$ cat config.mk
export PLATFORM = sky130hd
export DESIGN_NAME = move_log_fifo
export DESIGN_NICKNAME = d
export VERILOG_FILES = /design/src/rtl/move_log_fifo.sv
export SDC_FILE = /design/constraint.sdc
export NUM_CORES = 1
export LEC_CHECK = 0
export CORE_UTILIZATION = 40
export CTS_CLUSTER_DIAMETER = 150
export DETAILED_ROUTE_END_ITERATION = 7
export SETUP_SLACK_MARGIN = 0.4
export SKIP_LAST_GASP = 1
export SLEW_MARGIN = 5
export SYNTH_ARGS = -nofsm -noshare
export SYNTH_HDL_FRONTEND = slang
export SYNTH_SLANG_ARGS = --single-unit
export TNS_END_PERCENT = 1
$ cat constraint.sdc
create_clock -name clk -period 9.4 [get_ports clk]
set_input_delay 1.88 -clock clk [delete_from_list [all_inputs] [get_ports clk]]
set_output_delay 1.88 -clock clk [all_outputs]
set_load 0.01 [all_outputs]
$ cat src/rtl/move_log_fifo.sv
// Move log FIFO: stores face turns, merging consecutive turns of the same face.
// Turns that add up to a full rotation cancel and remove the tail entry.
module move_log_fifo #(
  parameter int DEPTH  = 32,
  parameter int FACE_W = 4,
  parameter int MERGE  = 1
) (
  input  logic                         clk,
  input  logic                         rst_n,
  input  logic                         clr,
  input  logic                         in_valid,
  input  logic [FACE_W-1:0]            in_face,
  input  logic [1:0]                   in_q,
  input  logic                         out_ready,
  output logic                         out_valid,
  output logic [FACE_W-1:0]            out_face,
  output logic [1:0]                   out_q,
  output logic [$clog2(DEPTH+1)-1:0]   count,
  output logic                         full,
  output logic                         overflow
);
  localparam int PW = $clog2(DEPTH);
  localparam int CW = $clog2(DEPTH+1);
  localparam logic [CW-1:0] DEPTH_C = CW'(DEPTH);
  localparam logic [CW-1:0] ONE_C   = CW'(1);

  logic [FACE_W-1:0] face_mem [DEPTH];
  logic [1:0]        q_mem    [DEPTH];

  logic [PW-1:0] wr_ptr_q, wr_ptr_d;
  logic [PW-1:0] rd_ptr_q, rd_ptr_d;
  logic [CW-1:0] count_q, count_d;
  logic          overflow_q, overflow_d;

  logic [PW-1:0] tail_ptr;
  logic          pop, push, tail_busy, merge_hit, cancel, upd_en, write_en;
  logic [1:0]    merge_q;

  // Decode push/pop/merge and compute the next pointer, count and flag values.
  always_comb begin
    pop       = (count_q != '0) && out_ready;
    push      = in_valid && (in_q != 2'd0);
    tail_ptr  = wr_ptr_q - PW'(1);
    // A tail that is also the head leaving this cycle cannot absorb a merge.
    tail_busy = (count_q == ONE_C) && pop;
    merge_hit = (MERGE != 0) && push && (count_q != '0) &&
                (face_mem[tail_ptr] == in_face) && !tail_busy;
    merge_q   = q_mem[tail_ptr] + in_q;
    cancel    = merge_hit && (merge_q == 2'd0);
    upd_en    = merge_hit && !cancel;
    write_en  = push && !merge_hit && ((count_q != DEPTH_C) || pop);

    wr_ptr_d   = wr_ptr_q + PW'(write_en) - PW'(cancel);
    rd_ptr_d   = rd_ptr_q + PW'(pop);
    count_d    = count_q + CW'(write_en) - CW'(cancel) - CW'(pop);
    overflow_d = overflow_q | (push && !merge_hit && (count_q == DEPTH_C) && !pop);

    if (clr) begin
      wr_ptr_d   = '0;
      rd_ptr_d   = '0;
      count_d    = '0;
      overflow_d = 1'b0;
      upd_en     = 1'b0;
      write_en   = 1'b0;
    end
  end

  // Control state register with asynchronous reset.
  always_ff @(posedge clk or negedge rst_n) begin
    if (!rst_n) begin
      wr_ptr_q   <= '0;
      rd_ptr_q   <= '0;
      count_q    <= '0;
      overflow_q <= 1'b0;
    end else begin
      wr_ptr_q   <= wr_ptr_d;
      rd_ptr_q   <= rd_ptr_d;
      count_q    <= count_d;
      overflow_q <= overflow_d;
    end
  end

  // Entry storage: new entries land at the write pointer, merges rewrite the tail turn.
  always_ff @(posedge clk) begin
    if (write_en) begin
      face_mem[wr_ptr_q] <= in_face;
      q_mem[wr_ptr_q]    <= in_q;
    end
    if (upd_en) begin
      q_mem[tail_ptr] <= merge_q;
    end
  end

  // Head is shown fall-through; outputs are forced to zero while empty.
  always_comb begin
    out_valid = (count_q != '0);
    out_face  = out_valid ? face_mem[rd_ptr_q] : '0;
    out_q     = out_valid ? q_mem[rd_ptr_q] : 2'd0;
    count     = count_q;
    full      = (count_q == DEPTH_C);
    overflow  = overflow_q;
  end

endmodule
==> flow_summary.toml, run 1 <==
[status]
status = "complete, no violations"

[logic_synthesis]
syn_area_mm2 = 0.01128
ys_ff_latch = 209
synth_edf_count = 192
avgSynthCellArea_um2 = 15.40
syn_inst = 733
yosysWarnings = 0
yosys.area.top_type = "edfxtp_1"
synth_most_common_cell = "edfxtp_1"
yosys-top-cells-count = "192 x edfxtp_1, 91 x mux2i_1, 80 x mux4_2, 57 x nor3_1, 32 x nand2_1"
synth.area.top_cells = "edfxtp_1 51%, mux4_2 16%, mux2i_1 8.1%"
syn-num-nets = 776
ys_seq_area_frac = 0.5486
async_reset_ff_frac = 0.08134
synth_cell_type_count = 55
synth_ff_type = "edfxtp_1"
synth_top_area_share = 0.5109

[flow_run]
maxCapViolations = 0

[die]
io_pins = 26
die_x_um = 170.0
core_area_mm2 = 0.02778
rows = 61
die_area_mm2 = 0.02889
die_h_um = 170.0
start_util = 0.4062

[timing]
setup_viol = 0
tns_ns = 0
slew_violations = 0
period_share = 0.6972
slew_headroom = 0.2130
finClkSkew_ns = 0.008079
layout_min_cycle_time_ns = 6.554
max_freq_mhz = 152.6
rsz0062_at_grt = "no"
fin_hold_ws_ns = 0.5316
tightest_slew_ns = 1.179
hold_violations = 0

[worst_setup_path]
path_delay_family = "adder cells"
slowest_delay_ns = 0.95
cp-start-kind = "flop"
reg2reg_setup_slack_ns = 2.85
path_max_fanout = 51
reg2regPathDepth = 24
worstSetupEndpointType = "flop"
required_ns = 9.79
slowest_stage = "ha_4"
r2r_end = "count[5]$_DFF_PN0_"
path_cells = "buf_4 > inv_2 > ha_4 > buf_4 > mux4_2 > mux4_2 > nand2_1 > nand2_1 > ha_1 > xor2_1 > xnor2_2 > nor2_1 > nand2_1 > fa_1 > inv_1 > ha_1 > inv_1 > ha_1 > inv_1 > fa_1 > o21bai_1 > a21oi_1 > xnor2_1 > nor2_1"
rr_startpoint = "wr_ptr_q[0]$_DFF_PN0_"
crit_type = "reg2reg"
crit_buf_inv = 6
arrival_ns = 6.95

[drt]
wl_um = 27940
detail-route-antenna-nets = 0
drc = 0
drt_first_pass_iters = 6
num_vias = 6778
wl_per_cell_um = 24.49
viasPerCell = 5.940
drt_iter0_drc = 767

[final_layout]
drive_gt1_frac = 0.2031
final_area_mm2 = 0.01253
fillers = 2463
fin_nets = 790
layout.cells.non_filler = 1141
syn_to_final_growth_pct = 11.02
n_antenna_cell = 0

[worst_hold_path]
min_from = "overflow$_DFF_PN0_"
min_path_cells = 2
hold_end = "overflow$_DFF_PN0_"
hold_class = "reg2reg"

[placement]
dp.cells = 1101
port_buffers = 25
place_congestion = 0.8684
place_hpwl_um = 19170
placed_area_mm2 = 0.01186

[global_routing]
grt_usage = 0.1995
grt_pass1_vias = 6931
antenna_found_initial = 0
grt_overflow_total = 0
grt_max_degree = 52
grt_pass1_wl_um = 43060

[clocking]
cts_max_level = 1
post-cts-setup-buffers = 0
cts_sinks = 209
cts_resized = 0
clock_latency_ns = 0.51
clk_pin_slew_ns = 0.06
cts_tree = "yes"
clock-root-buffer = "clkbuf_16"
cts_buffers = 22
clock_path_buffers = 3
cts_hold_buffers = 0

[power]
power_leakage_uw = 0.003988
powerDensity_mw_per_mm2 = 285.7
max-vdd-ir-drop_uv = 137.3
[flip-flops by register name, summed over array words and instances, names as in the netlist]
register and count:
overflow 1, q_mem 64, rd_ptr_q 5, face_mem 128
count 6, wr_ptr_q 5
[routing by layer]
layer | track usage | part of all wire | up-vias
li1 | - | - | 2948
met2 | 0.3191 | 0.47 | 303
met1 | 0.2839 | 0.43 | 3479
met5 | 0 | 0 | -
met4 | 0.05875 | 0.024 | 0
met3 | 0.02651 | 0.070 | 48
[area by class of cell]
type                            instances  area [µm²]  area share
Inverter                               26       97.59    0.007790
Multi-Input combinational cell        450        4748      0.3790
Clock buffer                           31       604.3     0.04824
Tap cell                              378       473.0     0.03775
Timing Repair Buffer                   38       347.8     0.02776
Sequential cell                       209        6197      0.4947
Clock inverter                          9       60.06    0.004794
[logic make-up (layout without fill, tap and decap cells)]
kind of cell	after synthesis	in the layout	share of synthesized area
adder cells (fa/ha/maj)	32	32	0.03748
buffers and inverters	74	104	0.03204
AND/OR/NAND/NOR	163	163	0.07562
flip-flops	209	209	0.5486
multiplexers	172	172	0.2414
XOR/XNOR	19	19	0.01974
AO/OA/AOI/OAI	64	64	0.04512
[stage by stage]
step                      power (µW)    util  setup slack (ns)
final                           3579  0.4510             2.846
after global routing            3749  0.4510             2.411
after CTS                       3592  0.4510             2.772
after detailed placement        2794  0.4270             2.791
after global placement          2770  0.4270             2.942
after floorplan                 2381       -             3.958
[tightest hold or removal path, stage by stage (launching register included)]
cell	delay, ns
dfrtp_1	0.38
inv_1	0.06
a21oi_1	0.05
[placed cells by master (no fill, tap or decap), types with 3 or more instances in the layout]
cell,netlist,final
mux2i_1,91,91
a2111oi_0,4,4
xnor2_2,4,4
or4_1,4,4
nand2b_1,7,7
a31oi_2,3,3
nor2_1,28,28
o21a_1,4,4
mux4_2,80,80
nor4_1,3,3
clkdlybuf4s50_1,0,25
a22o_1,4,4
buf_4,6,13
a21oi_1,15,15
clkbuf_1,20,7
nor3_2,10,10
o221ai_1,8,8
fa_1,3,3
xor2_1,8,8
o22ai_1,4,4
clkinv_1,1,4
nor2b_1,7,7
dfrtp_1,17,14
clkinvlp_4,0,3
ha_1,29,28
nand3_1,3,3
nand2_1,32,32
nor3_1,57,57
clkbuf_16,0,22
xnor2_1,5,5
inv_1,23,23
edfxtp_1,192,192
o21ai_0,5,4
or3_1,6,6
[where the power goes]
group | leakage, µW | internal [µW] | switching [µW]
Clock | 0.000314 | 450 | 345
Combinational | 0.00172 | 739 | 931
Sequential | 0.00195 | 1060 | 56.7
[worst max-delay path by stage]
stage | start | to | slack, ns | cells past startpoint
2_1_floorplan | wr_ptr_q[0]$_DFF_PN0_ | q_mem[0][1]$_DFFE_PP_ | 3.96 | 20
3_3_place_gp | wr_ptr_q[0]$_DFF_PN0_ | count[5]$_DFF_PN0_ | 2.94 | 24
3_5_place_dp | wr_ptr_q[0]$_DFF_PN0_ | count[5]$_DFF_PN0_ | 2.79 | 24
4_1_cts | wr_ptr_q[0]$_DFF_PN0_ | count[5]$_DFF_PN0_ | 2.77 | 24
5_1_grt | wr_ptr_q[0]$_DFF_PN0_ | count[5]$_DFF_PN0_ | 2.41 | 24
6_report | wr_ptr_q[0]$_DFF_PN0_ | count[5]$_DFF_PN0_ | 2.85 | 24
Power figures use the tool's default switching activity.
==> inputs of run 2 (changes only) <==
==> constraint.sdc (replaced) <==
create_clock -name clk -period 5.89 [get_ports clk]
set_input_delay 1.178 -clock clk [delete_from_list [all_inputs] [get_ports clk]]
set_output_delay 1.178 -clock clk [all_outputs]
set_load 0.01 [all_outputs]
==> run 2 against run 1 <==
Worst hold slack worse by 0.013 ns. Clock skew is 0.013 ns higher. Total power is 72% higher. Register-to-register slack worse by 2.2 ns. Worst setup slack worse by 2.2 ns. Cell count is 1.7% higher. Critical path depth is 1 lower. Utilization is 1.1 points higher. First-iteration DRC count is 1.4% lower. Critical path type unchanged. Largest cell class unchanged. Largest power group unchanged.
==> flow_summary.toml, run 2 (synthesis results as in run 1) <==
[timing]
hold_violations = 0
setup_viol = 0
rsz0062_at_grt = "no"
max_freq_mhz = 191.5
slew_headroom = 0.3043
period_share = 0.8868
finClkSkew_ns = 0.02138
tns_ns = 0
layout_min_cycle_time_ns = 5.223
worst_slack_ns = 0.6670
slew_violations = 0
tightest_slew_ns = 1.043

[worst_setup_path]
crit_type = "reg2reg"
worst_path_most_repeated_cell = "inv_1"
cp-start-kind = "flop"
path_delay_family = "adder cells"
path_cells = "inv_1 > ha_4 > buf_12 > buf_4 > mux2i_1 > mux4_2 > mux2i_1 > mux2i_1 > xor2_1 > nand4_1 > nor2_1 > nand2_1 > fa_1 > inv_1 > ha_1 > inv_1 > ha_1 > inv_1 > fa_1 > o21bai_1 > a21oi_1 > xnor2_1 > nor2_1"
reg2regPathDepth = 23
critPathLaunch = "wr_ptr_q[1]$_DFF_PN0_"
reg2reg_setup_slack_ns = 0.67
required_ns = 6.28
slowest_stage = "mux4_2"
cp-endpoint = "count[5]$_DFF_PN0_"
r2r_end = "count[5]$_DFF_PN0_"
slowest_delay_ns = 0.48
path_max_fanout = 8
worstSetupEndpointType = "flop"
crit_cells = 23
arrival_ns = 5.61
rr_startpoint = "wr_ptr_q[1]$_DFF_PN0_"
crit_buf_inv = 6

[worst_hold_path]
hold_class = "reg2reg"

[die]
die_h_um = 170.0
core_area_mm2 = 0.02778
start_util = 0.4062
io_pins = 26
die_x_um = 170.0
die_area_mm2 = 0.02889
rows = 61

[status]
status = "complete, no violations"

[final_layout]
final_common_cell = "edfxtp_1"
largest_reg_flops = 128
layout_common_cells = "192 x edfxtp_1, 91 x mux2i_1, 80 x mux4_2"
top_register = "face_mem"
n_antenna_cell = 0
drive_gt1_frac = 0.2289
fin_nets = 809
syn_to_final_growth_pct = 13.80

[clocking]
clock_path_buffers = 3
cts_buffers = 23
clock-root-buffer = "clkbuf_16"
clk_pin_slew_ns = 0.06
cts_max_level = 1
cts_tree = "yes"
cts_sinks = 209
clock_latency_ns = 0.53

[flow_run]
maxCapViolations = 0

[drt]
drt_iter0_drc = 756
num_vias = 6891
drc = 0
drt_first_pass_iters = 5
wl_um = 28790
viasPerCell = 5.941
wl_per_cell_um = 24.82
detail-route-antenna-nets = 0

[placement]
place_hpwl_um = 19830
port_buffers = 25
dpl_worst_slack_ns = 0.3910
place_congestion = 0.8625

[power]
power_leakage_uw = 0.004160
max-vdd-ir-drop_uv = 220.7
powerDensity_mw_per_mm2 = 480.7

[global_routing]
grt_pass1_vias = 7034
grt_pass1_wl_um = 43550
grt_overflow_total = 0
grt_max_degree = 52
antenna_found_initial = 0
grt_usage = 0.2034
[run 2: timing repair]
action,in CTS,in global routing
pin swaps,1,2
cloned,0,0
hold buffers,0,0
buffers inserted,1,8
gates resized for setup,0,1
endpoints found under the setup margin,1,41
[run 2: power by group]
group | leakage (µW) | switching (µW) | total, µW | internal [µW]
Sequential | 0.00195 | 132 | 1820 | 1690
Clock | 0.000381 | 600 | 1500 | 895
Combinational | 0.00183 | 1540 | 2860 | 1310
[run 2: routing by layer]
layer	part of all wire	GRT usage
met3	0.064	0.02605
met5	0	0
met1	0.43	0.2808
met4	0.027	0.06345
met2	0.48	0.3348
[run 2: worst min-delay path, delay by kind of cell (launching register included)]
family | cells | cell delay (ns)
flip-flops | 1 | 0.37
buffers and inverters | 1 | 0.06
AO/OA/AOI/OAI | 1 | 0.05
[run 2: how the worst min path moves through the flow]
stage | depth (start not counted) | slack (ns) | end | start
global placement | 2 | 0.51 | overflow$_DFF_PN0_ | overflow$_DFF_PN0_
CTS | 2 | 0.52 | overflow$_DFF_PN0_ | overflow$_DFF_PN0_
floorplan | 2 | 0.54 | overflow$_DFF_PN0_ | overflow$_DFF_PN0_
detailed placement | 2 | 0.51 | overflow$_DFF_PN0_ | overflow$_DFF_PN0_
finish | 2 | 0.52 | overflow$_DFF_PN0_ | overflow$_DFF_PN0_
global route | 2 | 0.57 | overflow$_DFF_PN0_ | overflow$_DFF_PN0_
[run 2: layout make-up]
cell class                 count  area (µm²)
tap                          378       473.0
clock inverter                17       207.7
sequential                   209        6197
timing repair buffer          56       528.0
fill                        2420       14940
inverter                      26       97.59
multi-input combinational    450        4760
clock buffer                  24       579.3
[run 2: per-stage QoR]
step / util / hold slack, ns / std cells / area [µm²] / power (µW)
2_1_floorplan: - / 0.5435 / 733 / 11280 / 3799
3_3_place_gp: 0.4299 / 0.5081 / 1110 / 11940 / 4517
5_1_grt: 0.4623 / 0.5650 / 1160 / 12840 / 6449
6_report: 0.4623 / 0.5186 / 1160 / 12840 / 6174
3_5_place_dp: 0.4299 / 0.5076 / 1110 / 11940 / 4575
4_1_cts: 0.4592 / 0.5159 / 1152 / 12760 / 6118
